[config.mk]
export PLATFORM = sky130hd
export DESIGN_NAME = instr_decode_stage
export DESIGN_NICKNAME = d
export VERILOG_FILES = /design/src/rtl/instr_decode_stage.sv
export SDC_FILE = /design/constraint.sdc
export NUM_CORES = 1
export LEC_CHECK = 0
export BUFFER_PORTS_ARGS = -buffer_cell sky130_fd_sc_hd__clkbuf_2
export CELL_PAD_IN_SITES_DETAIL_PLACEMENT = 0
export CELL_PAD_IN_SITES_GLOBAL_PLACEMENT = 1
export CORE_UTILIZATION = 36
export DETAILED_ROUTE_END_ITERATION = 8
export HOLD_SLACK_MARGIN = 0.03
export PLACE_DENSITY = 0.89
export RECOVER_POWER = 100
export SYNTH_ARGS = -nofsm -noshare
export SYNTH_HDL_FRONTEND = slang
export SYNTH_SLANG_ARGS = --single-unit
[constraint.sdc]
create_clock -name clk -period 2.42 [get_ports clk]
set_input_delay 0 -clock clk [delete_from_list [all_inputs] [get_ports clk]]
set_output_delay 0 -clock clk [all_outputs]
set_load 0.1 [all_outputs]
[src/rtl/instr_decode_stage.sv]
// Single-register instruction decode stage: splits the raw word into fields,
// flags illegal opcodes and RAW hazards, and counts accepted instructions.
module instr_decode_stage #(
    parameter int OP_W    = 5,
    parameter int REG_W   = 5,
    parameter int INSTR_W = 32,
    parameter int DATA_W  = 32,
    parameter int NUM_OPS = 21,
    parameter int CNT_W   = 16
) (
    input  logic               clk,
    input  logic               rst,
    input  logic [INSTR_W-1:0] instr,
    input  logic               in_valid,
    output logic               in_ready,
    output logic               out_valid,
    input  logic               out_ready,
    output logic [OP_W-1:0]    op,
    output logic [REG_W-1:0]   op1,
    output logic [REG_W-1:0]   op2,
    output logic [REG_W-1:0]   rd,
    output logic               is_imm,
    output logic [DATA_W-1:0]  imm,
    output logic               illegal,
    output logic               hazard,
    output logic [CNT_W-1:0]   instr_count
);

    localparam int IMM_LO = 3*REG_W + OP_W;
    localparam int IMM_W  = INSTR_W - 1 - IMM_LO;
    localparam logic [OP_W:0] NUM_OPS_L = (OP_W+1)'(NUM_OPS);

    logic [OP_W-1:0]   op_d,  op_q;
    logic [REG_W-1:0]  op1_d, op1_q;
    logic [REG_W-1:0]  op2_d, op2_q;
    logic [REG_W-1:0]  rd_d,  rd_q;
    logic              is_imm_d, is_imm_q;
    logic [DATA_W-1:0] imm_d, imm_q;
    logic              illegal_d, illegal_q;
    logic              hazard_d, hazard_q;
    logic              out_valid_q;
    logic [REG_W-1:0]  last_rd_q;
    logic              last_rd_valid_q;
    logic [CNT_W-1:0]  cnt_q;
    logic              xfer;

    // Ready is held high through reset so an upstream producer never sees a stall there.
    assign in_ready = rst || !out_valid_q || out_ready;
    assign xfer     = in_valid && in_ready && !rst;

    always_comb begin
        rd_d      = instr[REG_W-1:0];
        op1_d     = instr[3*REG_W-1:2*REG_W];
        op_d      = instr[IMM_LO-1:3*REG_W];
        is_imm_d  = instr[INSTR_W-1];
        op2_d     = is_imm_d ? '0 : instr[2*REG_W-1:REG_W];
        imm_d     = '0;
        if (is_imm_d)
            imm_d = {{(DATA_W-IMM_W){instr[INSTR_W-2]}}, instr[INSTR_W-2:IMM_LO]};
        illegal_d = ({1'b0, op_d} >= NUM_OPS_L);
        hazard_d  = last_rd_valid_q && (last_rd_q != '0) &&
                    ((last_rd_q == op1_d) || (!is_imm_d && (last_rd_q == op2_d)));
    end

    always_ff @(posedge clk) begin
        if (rst) begin
            op_q            <= '0;
            op1_q           <= '0;
            op2_q           <= '0;
            rd_q            <= '0;
            is_imm_q        <= 1'b0;
            imm_q           <= '0;
            illegal_q       <= 1'b0;
            hazard_q        <= 1'b0;
            out_valid_q     <= 1'b0;
            last_rd_q       <= '0;
            last_rd_valid_q <= 1'b0;
            cnt_q           <= '0;
        end else if (xfer) begin
            op_q            <= op_d;
            op1_q           <= op1_d;
            op2_q           <= op2_d;
            rd_q            <= rd_d;
            is_imm_q        <= is_imm_d;
            imm_q           <= imm_d;
            illegal_q       <= illegal_d;
            hazard_q        <= hazard_d;
            out_valid_q     <= 1'b1;
            last_rd_q       <= rd_d;
            last_rd_valid_q <= 1'b1;
            if (cnt_q != '1)
                cnt_q <= cnt_q + CNT_W'(1);
        end else begin
            if (out_valid_q && out_ready)
                out_valid_q <= 1'b0;
            // An empty, idle cycle means the previous producer has left the pipe.
            if (!out_valid_q)
                last_rd_valid_q <= 1'b0;
        end
    end

    assign op          = op_q;
    assign op1         = op1_q;
    assign op2         = op2_q;
    assign rd          = rd_q;
    assign is_imm      = is_imm_q;
    assign imm         = imm_q;
    assign illegal     = illegal_q;
    assign hazard      = hazard_q;
    assign out_valid   = out_valid_q;
    assign instr_count = cnt_q;

endmodule

# ---- Word-level counts from Yosys, hierarchy flattened
# Cells that the tools add are included.
dict set report op_classes {
  add_sub_neg 1
  magnitude_cmp 1
  n_eq_ne 4
  n_mux 6
  reduce_logical 15
}
# op n
set ops {}
lappend ops {{32-bit two-way mux} 1}
lappend ops {{16-bit by 1-bit adder with 16-bit output (second input constant)} 1}
lappend ops {{16-bit inequality test (second input constant)} 1}
lappend ops {{5-bit == test} 2}
lappend ops {{1-bit logical AND} 6}
lappend ops {{5-bit greater-or-equal comparator (second input constant)} 1}
lappend ops {{5-bit two-way mux} 1}
lappend ops {{5-bit nonzero test} 1}
lappend ops {{1-bit two-way mux} 4}
lappend ops {{1-bit zero test} 3}
lappend ops {{1-bit logical OR} 3}
lappend ops {{2-bit by 1-bit inequality test with 1-bit output (second input constant)} 1}
lappend ops {{2-bit AND reduction} 1}
lappend ops {{2-bit nonzero test} 1}
dict set report word_totals {
  register_bits 73
  inputBits 36
  wordCells 38
}

# ---- Longest topological paths before layout
dict set report logic_depth {
  ltp_word 6
  ltp_mapped 6
  ltp_nobuf 6
}

# ---- Least setup slack after synthesis
# No wires, ideal clock.
dict set report synth_timing {
  path_type {flip-flop to flip-flop}
  start {register cnt_q[0], in the netlist instr_count[0]}
  end {register cnt_q[12], in the netlist instr_count[12]}
  setup_time_ns 0.128
  t_arrival_ns 2.187
  path_slack_ns 0.106
  stages_incl_launch_ff 7
  path_buffers 0
  path_cell_list {dfxtp_1 ha_1 and3_1 nand3_1 nor4_2 xnor2_1 nor2_1}
}
dict set report synth_via {
  elab_chain_len 2
  elab_cells_between_ends 3
  classes_between {1 x add/sub; 1 x eq/ne; 1 x reduce/logical}
}
# item line_no
set synth_rtl {}
lappend synth_rtl {{start, declared} 44} ;# logic [CNT_W-1:0] cnt_q;
lappend synth_rtl {{start signal, assigned} 92} ;# cnt_q <= cnt_q + CNT_W'(1);
lappend synth_rtl {{parallel branches: the longest is 2 deep, another holds 16-bit by 1-bit adder with 16-bit output} -}
# Several ways; the timed one is not identified.
# A chain may end at the register's enable or synchronous reset.

# ---- Worst setup path in the final report
dict set report layout_timing {
  start {register out_valid_q, in the netlist out_valid}
  end {register imm_q[6], in the netlist imm[6]}
}
dict set report layout_via {
  elab_chain_len 5
}
# item line_no
set layout_rtl {}
lappend layout_rtl {{start, declared} 41} ;# logic out_valid_q;
lappend layout_rtl {{start signal, assigned} 75} ;# out_valid_q <= 1'b0;
lappend layout_rtl {{start signal, assigned} 88} ;# out_valid_q <= 1'b1;
lappend layout_rtl {{start signal, assigned} 95} ;# out_valid_q <= 1'b0;
lappend layout_rtl {{1-bit zero test} -}
lappend layout_rtl {{1-bit logical OR (2 in a row)} 48} ;# assign in_ready = rst || !out_valid_q || out_ready;
lappend layout_rtl {{1-bit logical AND (2 in a row)} 49} ;# assign xfer = in_valid && in_ready && !rst;
lappend layout_rtl {{end signal, assigned} 85} ;# imm_q <= imm_d;
lappend layout_rtl {{end, declared} 38} ;# logic [DATA_W-1:0] imm_d, imm_q;
# No other way between the ends.

==> flow_metrics.tcl <==
set metrics [dict create \
    grt_overflow 0 \
    initial_core_util 0.380 \
    synth_common_cells "dfxtp_1, a22o_1, buf_4" \
    portBuffers 108 \
    antenna_found_initial 0 \
    cp.arrival_ns 2.29 \
    synth_top_area_frac 0.455 \
    hold_class "primary input to flop" \
    status "finished clean" \
    dpl.hpwl_um 3890 \
    rows 28 \
    grt_start_max_net_pins 31 \
    viasPerCell 4.99 \
    cp_max_fo 30 \
    critPathKind "flop to flop" \
    critPathRequiredTime_ns 2.68 \
    clockRootBuffer "clkbuf_8" \
    ys_warn_count 0 \
    post_dp_cell_area_mm2 0.00271 \
    netlist_area_mm2 0.00229 \
    synth.area.top_cells "dfxtp_1, a22o_1, buf_4" \
    syn_inst 221 \
    path_clk_slew_ns 0.10 \
    post-route-period-util 0.839 \
    p_leak_nw 1.20 \
    synth_nets 258 \
    clockBufferDepth 2 \
    relSlewSlack 0.168 \
    synth_cell_types 48 \
    htree_levels 2 \
    grt_pass1_wl_um 9050 \
    ys_ff_latch 52 \
    ant_nets 0 \
    wl_per_cell_um 13.7 \
    cts-hold-fix-buffers 32 \
    io_pins 109 \
    max_cap_viol_count 0 \
    clock_latency_ns 0.32 \
    rsz0062_at_grt "false" \
    yosysTopAreaCell "dfxtp_1" \
    first_iter_violations 50 \
    routabilityCongestion 0.782 \
    ys_async_sr_fraction 0 \
    layout.nets 377 \
    dieArea_mm2 0.00668 \
    cts_buffers 5 \
    synth-edff-count 0 \
    cts_tree "done" \
    synth_most_common_cell "dfxtp_1" \
    cts_setup_buffers 0 \
    drive_above_1_share 0.141 \
    max_freq_mhz 492 \
    fin_skew_ns 0.00923 \
    endpoint_kind "flop" \
    vdd_drop_max_mv 0.321 \
    cts.repair.resized 0 \
    hold_viol 0 \
    grtUsageTotal 0.176 \
    slew_viol_final 0 \
    final_area_mm2 0.00299 \
    first_pass_iters 4 \
    fin_tns_setup_ns 0 \
    core_mm2 0.00603 \
    synth_flop_cell "dfxtp_1" \
    wl_um 5700 \
    fp.dieH_um 81.7 \
    areaGrowthSynthToFinish_pct 30.7 \
    syn_avg_cell_area_um2 10.3 \
    drc 0 \
    fillers 620 \
    fp.dieW_um 81.7 \
    diodes 0 \
    power.density_mw_per_mm2 695 \
    grt_pass1_vias 1939 \
    vias 2075 \
    setup.worst_path.start_class "flop" \
    seq_area_mm2 0.00104 \
    seq_area_frac_synth 0.455 \
    tightest_slew_ns 1.25 \
    fin_crit_ns 2.03 \
    multi_input_area_um2 951 \
    clock-sinks 52 \
    setup-violations-final 0 \
]
## layout by cell type (no fill, tap or decap), types with 2 or more instances in the layout
cell type / n
clkbuf_1: 72
nand2b_1: 5
and2_4: 2
nand2_1: 11
nor2_1: 11
xor2_1: 4
o21ai_0: 2
nor3_1: 4
a21oi_1: 6
dlygate4sd3_1: 32
xnor2_1: 11
a31oi_1: 4
inv_1: 2
nand3_1: 5
clkbuf_2: 38
nand4_1: 3
nor3b_1: 2
nor4_1: 3
and4_1: 4
dfxtp_1: 52
o211ai_1: 2
and3_1: 6
a211oi_1: 2
clkbuf_8: 5
a22o_1: 32
## sequential cells by signal, indices dropped and copies added (netlist names)
signal / cells
last_rd_valid_q: 1
out_valid: 1
instr_count: 16
op: 5
op1: 5
illegal: 1
last_rd_q: 5
hazard: 1
imm: 11
op2: 5
is_imm: 1
## path summary, 6_finish.rpt
| path | from | to | slack [ns] | depth (start not counted) |
|---|---|---|---|---|
| setup / recovery | out_valid$_SDFFE_PP0P_ | imm[6]$_SDFFE_PP0P_ | 0.39 | 4 |
| hold / removal | instr[31] | hazard$_SDFFE_PP0P_ | 0.09 | 4 |
| setup reg to reg | out_valid$_SDFFE_PP0P_ | imm[6]$_SDFFE_PP0P_ | 0.39 | 4 |
| hold reg to reg | is_imm$_SDFFE_PP0P_ | is_imm$_SDFFE_PP0P_ | 0.46 | 1 |
## logic make-up after synthesis
kind of cell               synth area share
buffers and inverters                 0.104
DFF                                   0.455
xor gates and xnor gates             0.0574
AOI/OAI and AO/OA                     0.194
adders and majority gates           0.00547
muxes                               0.00438
and+or+nand+nor                       0.179
## where the power goes
group          switching, mW  internal (mW)
Combinational          0.428          0.112
Sequential            0.0288          0.889
Clock                  0.308          0.312
Total                  0.765           1.31
## per-stage QoR
stage           util  hold slack, ns  setup slack [ns]  instances  total power, mW
2_1_floorplan      -           0.125             0.106        221             1.38
5_1_grt        0.496           0.142             0.259        416             2.15
3_5_place_dp   0.449           0.217             0.655        376             1.45
3_3_place_gp   0.449           0.212             0.777        376             1.45
6_report       0.496          0.0908             0.389        416             2.08
4_1_cts        0.521          0.0943             0.639        416             2.11
## routing by layer
layer	share of wire	global-route usage	vias up	wire, um
met5	0	0	-	0
met4	0.012	0.0526	0	71
met3	0.068	0.0422	5	389
met2	0.47	0.299	78	2660
met1	0.45	0.219	968	2590
li1	-	-	1024	-
## cell type report
| cell class | count | share of cell area |
|---|---|---|
| sequential | 52 | 0.348 |
| tap | 75 | 0.0314 |
| inverter | 2 | 0.00251 |
| clock inverter | 3 | 0.0155 |
| clock buffer | 5 | 0.0230 |
| multi-input combinational | 137 | 0.318 |
| timing repair buffer | 142 | 0.261 |
## critical path: stages, from the launching register on
cell	delay (ns)
dfxtp_1	0.38
or3b_1	0.41
a21oi_1	0.36
clkbuf_2	0.57
a22o_1	0.24
Power figures use the tool's default switching activity.
